[config.mk]
export PLATFORM = sky130hd
export DESIGN_NAME = stage3_kernel_scheduler
export DESIGN_NICKNAME = d
export VERILOG_FILES = /design/src/rtl/stage3_kernel_scheduler_pkg.sv /design/src/rtl/stage3_sat_round.sv /design/src/rtl/stage3_kernel_scheduler.sv
export SDC_FILE = /design/constraint.sdc
export NUM_CORES = 1
export LEC_CHECK = 0
export ABC_AREA = 1
export CAP_MARGIN = 20
export CORE_MARGIN = 4
export CORE_UTILIZATION = 45
export CTS_BUF_LIST = sky130_fd_sc_hd__clkbuf_2
export CTS_CLUSTER_DIAMETER = 30
export DETAILED_ROUTE_END_ITERATION = 7
export GPL_ROUTABILITY_DRIVEN = 0
export MAX_ROUTING_LAYER = met4
export PLACE_DENSITY = 0.77
export SLEW_MARGIN = 30
export SYNTH_ARGS = -nofsm -noshare
export SYNTH_HDL_FRONTEND = slang
export SYNTH_SLANG_ARGS = --single-unit
[constraint.sdc]
create_clock -name clk -period 2.5 [get_ports clk]
set_input_delay 0.5 -clock clk [delete_from_list [all_inputs] [get_ports clk]]
set_output_delay 0.5 -clock clk [all_outputs]
set_load 0.01 [all_outputs]
[src/rtl/stage3_kernel_scheduler_pkg.sv]
// Shared sizing and state encoding for the stage-3 kernel scheduler slice.
// Every derived width lives here so the top and the saturator stay consistent.
package stage3_kernel_scheduler_pkg;

  // Kernel geometry and datapath widths
  localparam int CI     = 3;   // input channels per pooled vector
  localparam int OF_BW  = 16;  // signed pooled feature width
  localparam int W_BW   = 8;   // signed weight width
  localparam int MUL_BW = 24;  // kernel product width
  localparam int KLEN   = 4;   // pooled vectors per frame
  localparam int CO     = 3;   // output channels per frame
  localparam int OUT_BW = 16;  // saturated output width

  // Derived widths
  localparam int KR_BW   = MUL_BW + 2;            // kernel result width
  localparam int ACC_BW  = KR_BW + $clog2(KLEN);  // accumulator, wide enough for KLEN results
  localparam int POOL_BW = CI * OF_BW;
  localparam int WGT_BW  = CI * W_BW;
  localparam int ADDR_BW = $clog2(CO * KLEN);
  localparam int IDX_BW  = $clog2(CO);
  localparam int K_BW    = $clog2(KLEN);
  localparam int RCNT_BW = $clog2(KLEN + 1);      // must be able to hold KLEN itself

  // Frame sequencing states
  typedef enum logic [2:0] {
    ST_IDLE  = 3'd0,
    ST_LOAD  = 3'd1,
    ST_RUN   = 3'd2,
    ST_DRAIN = 3'd3,
    ST_OUT   = 3'd4,
    ST_DONE  = 3'd5
  } state_t;

endpackage

[src/rtl/stage3_sat_round.sv]
// Clamps a signed accumulator value into the signed OUT_BW output range.
// The accumulator carries no fractional bits, so no rounding step is needed.
module stage3_sat_round #(
  parameter int IN_BW  = 28,
  parameter int OUT_BW = 16
) (
  input  logic signed [IN_BW-1:0]  in_data,
  output logic signed [OUT_BW-1:0] out_data
);

  // Largest and smallest representable outputs, expressed at the input width
  localparam logic signed [IN_BW-1:0] MAX_V = {{(IN_BW-OUT_BW+1){1'b0}}, {(OUT_BW-1){1'b1}}};
  localparam logic signed [IN_BW-1:0] MIN_V = {{(IN_BW-OUT_BW+1){1'b1}}, {(OUT_BW-1){1'b0}}};

  // Clamp to the output range, otherwise pass the low bits through unchanged
  always_comb begin
    out_data = in_data[OUT_BW-1:0];
    if (in_data > MAX_V) begin
      out_data = MAX_V[OUT_BW-1:0];
    end else if (in_data < MIN_V) begin
      out_data = MIN_V[OUT_BW-1:0];
    end
  end

endmodule

[src/rtl/stage3_kernel_scheduler.sv]
// Stage-3 kernel scheduler: buffers KLEN pooled vectors, then for each output
// channel streams KLEN (feature, weight) pairs into the external MAC kernel,
// sums the returned dot products and hands one saturated value downstream.
module stage3_kernel_scheduler
  import stage3_kernel_scheduler_pkg::*;
(
  input  logic               clk,
  input  logic               reset_n,
  input  logic               i_clear,
  input  logic               i_pool_valid,
  output logic               o_pool_ready,
  input  logic [POOL_BW-1:0] i_pool_data,
  output logic [ADDR_BW-1:0] o_rom_addr,
  input  logic [WGT_BW-1:0]  i_rom_data,
  output logic               o_kern_valid,
  output logic [POOL_BW-1:0] o_kern_pool,
  output logic [WGT_BW-1:0]  o_kern_weight,
  input  logic               i_kern_valid,
  input  logic [KR_BW-1:0]   i_kern_result,
  output logic               o_ch_valid,
  input  logic               i_ch_ready,
  output logic [OUT_BW-1:0]  o_ch_data,
  output logic [IDX_BW-1:0]  o_ch_idx,
  output logic               o_busy,
  output logic               o_frame_done
);

  localparam logic [K_BW-1:0]    K_LAST  = K_BW'(KLEN - 1);
  localparam logic [IDX_BW-1:0]  CO_LAST = IDX_BW'(CO - 1);
  localparam logic [RCNT_BW-1:0] R_FULL  = RCNT_BW'(KLEN);
  localparam logic [ADDR_BW-1:0] KLEN_A  = ADDR_BW'(KLEN);

  state_t               state_reg, state_next;
  logic [K_BW-1:0]      k_reg;
  logic [IDX_BW-1:0]    co_reg;
  logic [RCNT_BW-1:0]   rcnt_reg;
  logic [RCNT_BW-1:0]   rcnt_next;
  logic [ACC_BW-1:0]    acc_reg;
  logic [POOL_BW-1:0]   buf_mem [KLEN];
  logic                 kv_reg;
  logic [POOL_BW-1:0]   kpool_reg;
  logic signed [OUT_BW-1:0] sat_data;

  logic load_fire;   // pooled vector accepted this cycle
  logic acc_en;      // kernel result accepted this cycle
  logic ch_fire;     // channel result accepted downstream this cycle

  assign load_fire = (state_reg == ST_LOAD) && i_pool_valid;
  assign acc_en    = i_kern_valid && ((state_reg == ST_RUN) || (state_reg == ST_DRAIN));
  assign ch_fire   = (state_reg == ST_OUT) && i_ch_ready;
  assign rcnt_next = rcnt_reg + RCNT_BW'(acc_en);

  // State register; reset and clear both land in IDLE
  always_ff @(posedge clk or negedge reset_n) begin
    if (!reset_n) begin
      state_reg <= ST_IDLE;
    end else begin
      state_reg <= state_next;
    end
  end

  // Next-state logic; the channel moves to OUT in the cycle its last result arrives
  always_comb begin
    state_next = state_reg;
    case (state_reg)
      ST_IDLE:  if (i_pool_valid) state_next = ST_LOAD;
      ST_LOAD:  if (load_fire && (k_reg == K_LAST)) state_next = ST_RUN;
      ST_RUN:   if (k_reg == K_LAST) state_next = ST_DRAIN;
      ST_DRAIN: if (rcnt_next == R_FULL) state_next = ST_OUT;
      ST_OUT: begin
        if (ch_fire) begin
          state_next = (co_reg == CO_LAST) ? ST_DONE : ST_RUN;
        end
      end
      ST_DONE:  state_next = ST_IDLE;
      default:  state_next = ST_IDLE;
    endcase
    if (i_clear) begin
      state_next = ST_IDLE;
    end
  end

  // Position/channel counters, result counter and the channel accumulator
  always_ff @(posedge clk or negedge reset_n) begin
    if (!reset_n) begin
      k_reg    <= '0;
      co_reg   <= '0;
      rcnt_reg <= '0;
      acc_reg  <= '0;
    end else if (i_clear) begin
      k_reg    <= '0;
      co_reg   <= '0;
      rcnt_reg <= '0;
      acc_reg  <= '0;
    end else begin
      case (state_reg)
        ST_LOAD: begin
          if (load_fire) begin
            k_reg <= (k_reg == K_LAST) ? '0 : k_reg + 1'b1;
            if (k_reg == K_LAST) begin
              co_reg   <= '0;
              acc_reg  <= '0;
              rcnt_reg <= '0;
            end
          end
        end
        ST_RUN: begin
          k_reg <= (k_reg == K_LAST) ? '0 : k_reg + 1'b1;
        end
        ST_OUT: begin
          if (ch_fire) begin
            acc_reg  <= '0;
            rcnt_reg <= '0;
            k_reg    <= '0;
            co_reg   <= (co_reg == CO_LAST) ? '0 : co_reg + 1'b1;
          end
        end
        default: ;
      endcase
      // Results only count while this channel is being computed
      if (acc_en) begin
        acc_reg  <= acc_reg + {{(ACC_BW-KR_BW){i_kern_result[KR_BW-1]}}, i_kern_result};
        rcnt_reg <= rcnt_next;
      end
    end
  end

  // Pooled-vector buffer, one register bank per kernel position
  generate
    for (genvar gi = 0; gi < KLEN; gi++) begin : g_buf
      // Capture the vector for position gi when it is accepted
      always_ff @(posedge clk or negedge reset_n) begin
        if (!reset_n) begin
          buf_mem[gi] <= '0;
        end else if (load_fire && (k_reg == K_BW'(gi))) begin
          buf_mem[gi] <= i_pool_data;
        end
      end
    end
  endgenerate

  // Issue stage: aligns the buffered feature with the ROM word fetched last cycle
  always_ff @(posedge clk or negedge reset_n) begin
    if (!reset_n) begin
      kv_reg    <= 1'b0;
      kpool_reg <= '0;
    end else if (i_clear) begin
      kv_reg    <= 1'b0;
      kpool_reg <= '0;
    end else begin
      kv_reg <= (state_reg == ST_RUN);
      if (state_reg == ST_RUN) begin
        kpool_reg <= buf_mem[k_reg];
      end
    end
  end

  stage3_sat_round #(
    .IN_BW  (ACC_BW),
    .OUT_BW (OUT_BW)
  ) u_sat (
    .in_data  (acc_reg),
    .out_data (sat_data)
  );

  assign o_pool_ready  = (state_reg == ST_LOAD);
  assign o_rom_addr    = (state_reg == ST_RUN) ? (ADDR_BW'(co_reg) * KLEN_A + ADDR_BW'(k_reg)) : '0;
  assign o_kern_valid  = kv_reg;
  assign o_kern_pool   = kpool_reg;
  assign o_kern_weight = kv_reg ? i_rom_data : '0;
  assign o_ch_valid    = (state_reg == ST_OUT);
  assign o_ch_data     = (state_reg == ST_OUT) ? sat_data : '0;
  assign o_ch_idx      = (state_reg == ST_OUT) ? co_reg : '0;
  assign o_busy        = (state_reg != ST_IDLE);
  assign o_frame_done  = (state_reg == ST_DONE);

endmodule

Word level (Yosys, flattened, before mapping). Cells that the tools add are included.

Input port bits: 104. Output and inout port bits: 99. Logic and storage cells: 102. Register bits: 279.

$add $sub $neg: 5. Reduce and logical (&&, ||, !) cells: 19. Bitwise operators: 1. Multiplexer cells: 43. Order comparisons: 3. Equal/unequal tests: 20.

Operators with widths (count): $mux 48 (4); $mux 28 (5); $bmux 48 s2 (1); $pmux 28 s2 (1); $mux 16 (3); $mux 3 (12); $add 28x28->28 (1); $gt 28x16->1 const B (1); $lt 28x16->1 const B (1); $mux 24 (1); $mux 2 (10); $ne 3x2->1 const B (6); $pmux 3 s5 (1); $ne 4x2->1 const B (3); $eq 3x3->1 const B (3); $reduce_and 4->1 (2); $reduce_bool 4->1 (2); $logic_and 1x1->1 (7); $eq 2x2->1 const B (3); $eq 3x2->1 const B (2); $pmux 2 s3 (1); $pmux 3 s2 (1); $reduce_bool 3->1 (2); $reduce_and 5->1 (1); 16 further kinds (17).

Depth between registers and ports, before layout.
Depth after elaboration: 8. Gate-level depth with buffers: 13. Depth with buffers taken out: 13.

Hierarchy. From an unflattened synthesis, not the netlist that was laid out.

Cell total of the unflattened synthesis: 1922. Area, all modules: 14457.6 µm².

Modules (own cells, without submodules): stage3_kernel_scheduler (cells an instance 1865, area an instance 14196.1 µm², times used 1); stage3_sat_round (cells an instance 57, area an instance 261.5 µm², times used 1).

Least setup slack after synthesis. OpenSTA, ideal clock, no wires.

Kind: input port to flip-flop. Start point: input port i_kern_result[0]. End point: register acc_reg[24]. Path slack: 0.596 ns. Required time: 2.381 ns. Arrival: 1.785 ns. Library setup time: 0.119 ns. Cell stages on the path: 10. Path buffers: 0. Cell sequence: ha_1 -> fa_1 -> nand2_1 -> nand3_1 -> nand3_1 -> nand2_1 -> nand2_1 -> nand3_1 -> nor2_1 -> o21ai_2.

Cells in the longest elaborated chain, start to end: 3.

Ends and longest elaborated chain: start, declared (line stage3_kernel_scheduler.sv:19) `input logic [KR_BW-1:0] i_kern_result,`; $add 28x28->28 (line stage3_kernel_scheduler.sv:122) `acc_reg <= acc_reg + {{(ACC_BW-KR_BW){i_kern_result[KR_BW-1]}}, i_kern_result};`; $mux 28 (line stage3_kernel_scheduler.sv:121) `if (acc_en) begin`; $mux 28 (line stage3_kernel_scheduler.sv:90) `end else if (i_clear) begin`; end signal, assigned (line stage3_kernel_scheduler.sv:122); end, declared (line stage3_kernel_scheduler.sv:38) `logic [ACC_BW-1:0] acc_reg;`.

No other way between the ends. A chain may end at the register's enable or synchronous reset.

Worst setup path after layout.
Start point: register acc_reg[16]. End point: output port o_ch_data[4].

Cells in the longest elaborated chain, start to end: 4. Elaborated cells between the ends (all ways): 5. Classes of those cells: order compare (2); mux (3).

Ends and longest elaborated chain: $lt 28x16->1 (line stage3_sat_round.sv:20) `end else if (in_data < MIN_V) begin`; $mux 16 (line stage3_sat_round.sv:20); $mux 16 * (line stage3_sat_round.sv:18) `if (in_data > MAX_V) begin`; $mux 16 * (line stage3_kernel_scheduler.sv:172) `assign o_ch_data = (state_reg == ST_OUT) ? sat_data : '0;`; end, declared (line stage3_kernel_scheduler.sv:22) `output logic [OUT_BW-1:0] o_ch_data,`.

Every way passes the cells marked *; elsewhere a longest branch is shown, timed or not.

==> flow_metrics.py <==
metrics = {
    "floorplan": {
        "dieArea_um2": 34660,
        "core_um2": 30990,
        "rows": 64,
        "initial_core_util_pct": 46.10,
        "io_pins": 203,
        "die_w_um": 186.2,
        "die_h_um": 186.2,
    },
    "clock_network": {
        "path_clk_slew_ns": 0.09,
        "cts-root-buf": "clkbuf_2",
        "tritoncts.num_buffers": 76,
        "clockBufferDepth": 3,
        "cts_tree": "yes",
        "clkLatencyLatePin_ns": 0.87,
        "cts.htree.levels": 3,
        "cts_sinks": 279,
    },
    "finish": {
        "final_cell_area_um2": 17730,
        "largest_reg_flops": 192,
        "num-nets-final": 2249,
        "fin_cells": 2556,
        "syn_to_final_growth_pct": 24.10,
        "n_fill_cell": 2797,
        "seq_area_um2": 6992,
        "multiInputGateArea_um2": 6152,
        "drive_gt1_share_pct": 11.63,
    },
    "synthesis": {
        "syn_nets": 2004,
        "synth_compound_area_share_pct": 15.64,
        "synth.distinct_cells": 36,
        "syn-instance-count": 1865,
        "muxShareOfSynthArea_pct": 0,
        "ys_seq_area_share_pct": 48.87,
        "synth_area_um2": 14290,
        "yosysTopAreaCellShare_pct": 48.87,
        "synth_adder_area_share_pct": 3.118,
        "synth_area_leaders": "dfrtp_1 49%, nand2_1 14%, o21ai_0 9.8%",
        "synth_top_area_cell": "dfrtp_1",
        "synth_warnings": 0,
        "ys_seq_elements": 279,
        "synth_area_per_cell_um2": 7.660,
        "synth_xor_area_share_pct": 0.1226,
        "synth_top_family_by_area": "simple AND/OR/NAND/NOR gates",
        "yosys.area_share.simple_pct": 23.26,
    },
    "sta": {
        "max_slew_margin_pct": 51.69,
        "grt_setup_unrepaired": "true",
        "fmaxAchievable_mhz": 343.6,
        "hold_viol": 0,
        "tns_ns": -4.795,
        "maxSlewViolCount": 0,
        "fin_ws_ns": -0.4107,
        "tightest_slew_ns": 0.7247,
        "fin_skew_ns": 0.09814,
        "final-setup-viol-count": 16,
        "fin_crit_sh_pct": 116.4,
        "timing.hold.ws_ns": 0.1137,
        "min_period_ns": 2.911,
    },
    "setup_path": {
        "crit_path_max_fanout": 8,
        "ff2ff_path_depth": 11,
        "timing.critical_path.to_type": "primary output",
        "r2r-start": "acc_reg[20]",
        "timing.rr.end": "acc_reg[22]",
        "arrival_ns": 2.41,
        "worst-setup-path-type": "reg -> out",
        "start_kind": "flip-flop",
        "rrSetupSlack_ns": 0.28,
        "required_ns": 2.00,
    },
    "global_route": {
        "overflow": 0,
        "grt_pass1_vias": 13420,
        "grt_pass1_wl_um": 65580,
        "groute.usage.overall_pct": 23.82,
        "grt_max_degree": 100,
        "antenna_found_initial": 1,
    },
    "place": {
        "placed_area_um2": 16740,
        "dpl.hpwl_um": 26490,
        "dp_cells": 2404,
        "io_buffers": 202,
    },
    "power": {
        "powerDensity_nw_per_um2": 959.7,
        "peakVddDrop_uv": 606.9,
        "p_leak_uw": 0.009277,
    },
    "route": {
        "wire_per_inst_um": 15.91,
        "firstDrtPassIters": 5,
        "ant_nets": 0,
        "num_vias": 13580,
        "drt_wl_total_um": 40660,
        "drt_iter0_drc": 1004,
        "drc": 0,
        "viasPerCell": 5.311,
    },
    "worst_hold_path": {
        "min_path_type": "in -> async",
    },
    "outcome": {
        "outcome": "finished with violations",
        "violations": "negative setup slack",
    },
    "job": {
        "drv_cap": 0,
    },
}
[worst max-delay path by stage]
stage / from / endpoint / slack (ns)
6_report: acc_reg[16] / o_ch_data[4] / -0.41
5_1_grt: acc_reg[18] / o_ch_data[2] / -0.51
4_1_cts: acc_reg[18] / o_ch_data[5] / -0.33
3_5_place_dp: i_kern_result[0] / acc_reg[24] / -0.004
3_3_place_gp: i_kern_result[20] / acc_reg[22] / 0.03
2_1_floorplan: i_kern_result[0] / acc_reg[24] / 0.60
[worst max-delay path, stage by stage, from the launching register on]
cell	delay [ns]
dfrtp_1	0.48
nand4_1	0.20
nor3_2	0.25
o21ai_2	0.13
buf_6	0.17
buf_6	0.12
a21oi_2	0.11
buf_2	0.15
[timing repair]
item | 4_1_cts | 5_1_grt
hold buffers | 1 | 0
endpoints found under the hold margin | 279 | 0
setup buffers | 15 | 7
endpoints found under the setup margin | 51 | 36
pin swaps | 3 | 6
cloned | 2 | 0
gates resized for setup | 144 | 36
[cells by family (layout without fill, tap and decap cells)]
| kind of cell | after synthesis | in the layout |
|---|---|---|
| buffers and inverters | 299 | 592 |
| XOR/XNOR | 2 | 2 |
| other | 0 | 2 |
| AND/OR/NAND/NOR | 825 | 825 |
| adder cells (fa/ha/maj) | 35 | 35 |
| flip-flops | 279 | 279 |
| AO/OA/AOI/OAI | 425 | 425 |
[power breakdown]
group / internal, uW / total, uW / switching, uW
sequential: 6150 / 7030 / 885
combinational: 2580 / 6480 / 3900
clock: 1540 / 3500 / 1960
total: 10300 / 17000 / 6750
[final cells by class]
type | instances | area share [%]
antenna | 2 | 0.02823
clock buffer | 100 | 2.823
clock inverter | 26 | 1.355
inverter | 204 | 4.354
multi-input combinational | 1287 | 34.70
sequential | 279 | 39.44
tap | 396 | 2.795
timing repair buffer | 262 | 14.51
[cell usage in the layout, fill, tap and decap left out, types with 3 or more instances in the layout]
| cell | Yosys | layout |
|---|---|---|
| dfrtp_1 | 279 | 273 |
| nand2_1 | 549 | 548 |
| a21oi_1 | 38 | 29 |
| inv_2 | 4 | 5 |
| o21ai_0 | 279 | 279 |
| and2_1 | 3 | 3 |
| o22ai_1 | 51 | 51 |
| o21ai_2 | 3 | 4 |
| nand4_1 | 12 | 12 |
| inv_1 | 199 | 196 |
| nor2_2 | 2 | 4 |
| buf_6 | 16 | 4 |
| nand2_4 | 2 | 7 |
| clkinvlp_4 | 0 | 4 |
| nor2_4 | 1 | 4 |
| o22ai_2 | 3 | 3 |
| o21ai_1 | 46 | 45 |
| clkdlybuf4s50_1 | 0 | 150 |
| dfrtp_2 | 0 | 5 |
| nor2_1 | 148 | 143 |
| buf_12 | 0 | 14 |
| clkinv_1 | 0 | 13 |
| clkdlybuf4s15_1 | 0 | 18 |
| clkbuf_2 | 0 | 100 |
| clkinv_2 | 0 | 3 |
| buf_2 | 13 | 21 |
| dlygate4sd2_1 | 0 | 10 |
| bufinv_16 | 0 | 4 |
| ha_1 | 34 | 34 |
| a31oi_1 | 3 | 3 |
| buf_4 | 3 | 42 |
| a21oi_2 | 0 | 9 |
| nand2_2 | 8 | 4 |
| nand3_1 | 86 | 86 |
| inv_6 | 0 | 3 |
| nor3_1 | 6 | 4 |
[metrics by stage]
step           setup WS, ns  util [%]  total power, uW
3_3_place_gp        0.03139     54.03            12890
5_1_grt             -0.5052     57.20            18350
2_1_floorplan        0.5961         -            11060
4_1_cts             -0.3313     56.92            16960
6_report            -0.4107     57.21            17020
3_5_place_dp      -0.003966     54.03            13170
[per-layer routing]
| layer | up-vias | GRT usage [%] | routed length (um) |
|---|---|---|---|
| met5 | - | - | 0 |
| met4 | 0 | 8.656 | 1253 |
| met3 | 106 | 4.201 | 2699 |
| met2 | 504 | 37.33 | 19250 |
| met1 | 6412 | 31.35 | 17450 |
| li1 | 6554 | - | - |
[synth_stat cells]
master and count:
inv_4 1, buf_4 3, buf_2 13, o21ai_2 3, nand2_1 549, nor3_1 6, xor2_1 2, clkbuf_1 58
a21oi_1 38, nor2_1 148, a31oi_1 3, buf_8 1, a31o_2 1, o22ai_1 51, nand3b_1 2, and2_1 3
nand4_1 12, nor2_4 1, buf_6 16, buf_1 4, o21bai_1 1, o21ai_1 46, nand2_4 2, o21ai_0 279
nand2_2 8, nand3_1 86, nor2_2 2, nand3_2 1, dfrtp_1 279, fa_1 1, o22ai_2 3, nor4_1 3
ha_1 34, inv_1 199, inv_2 4, and3_1 2
Note: power is estimated with default switching activity, not from simulation.
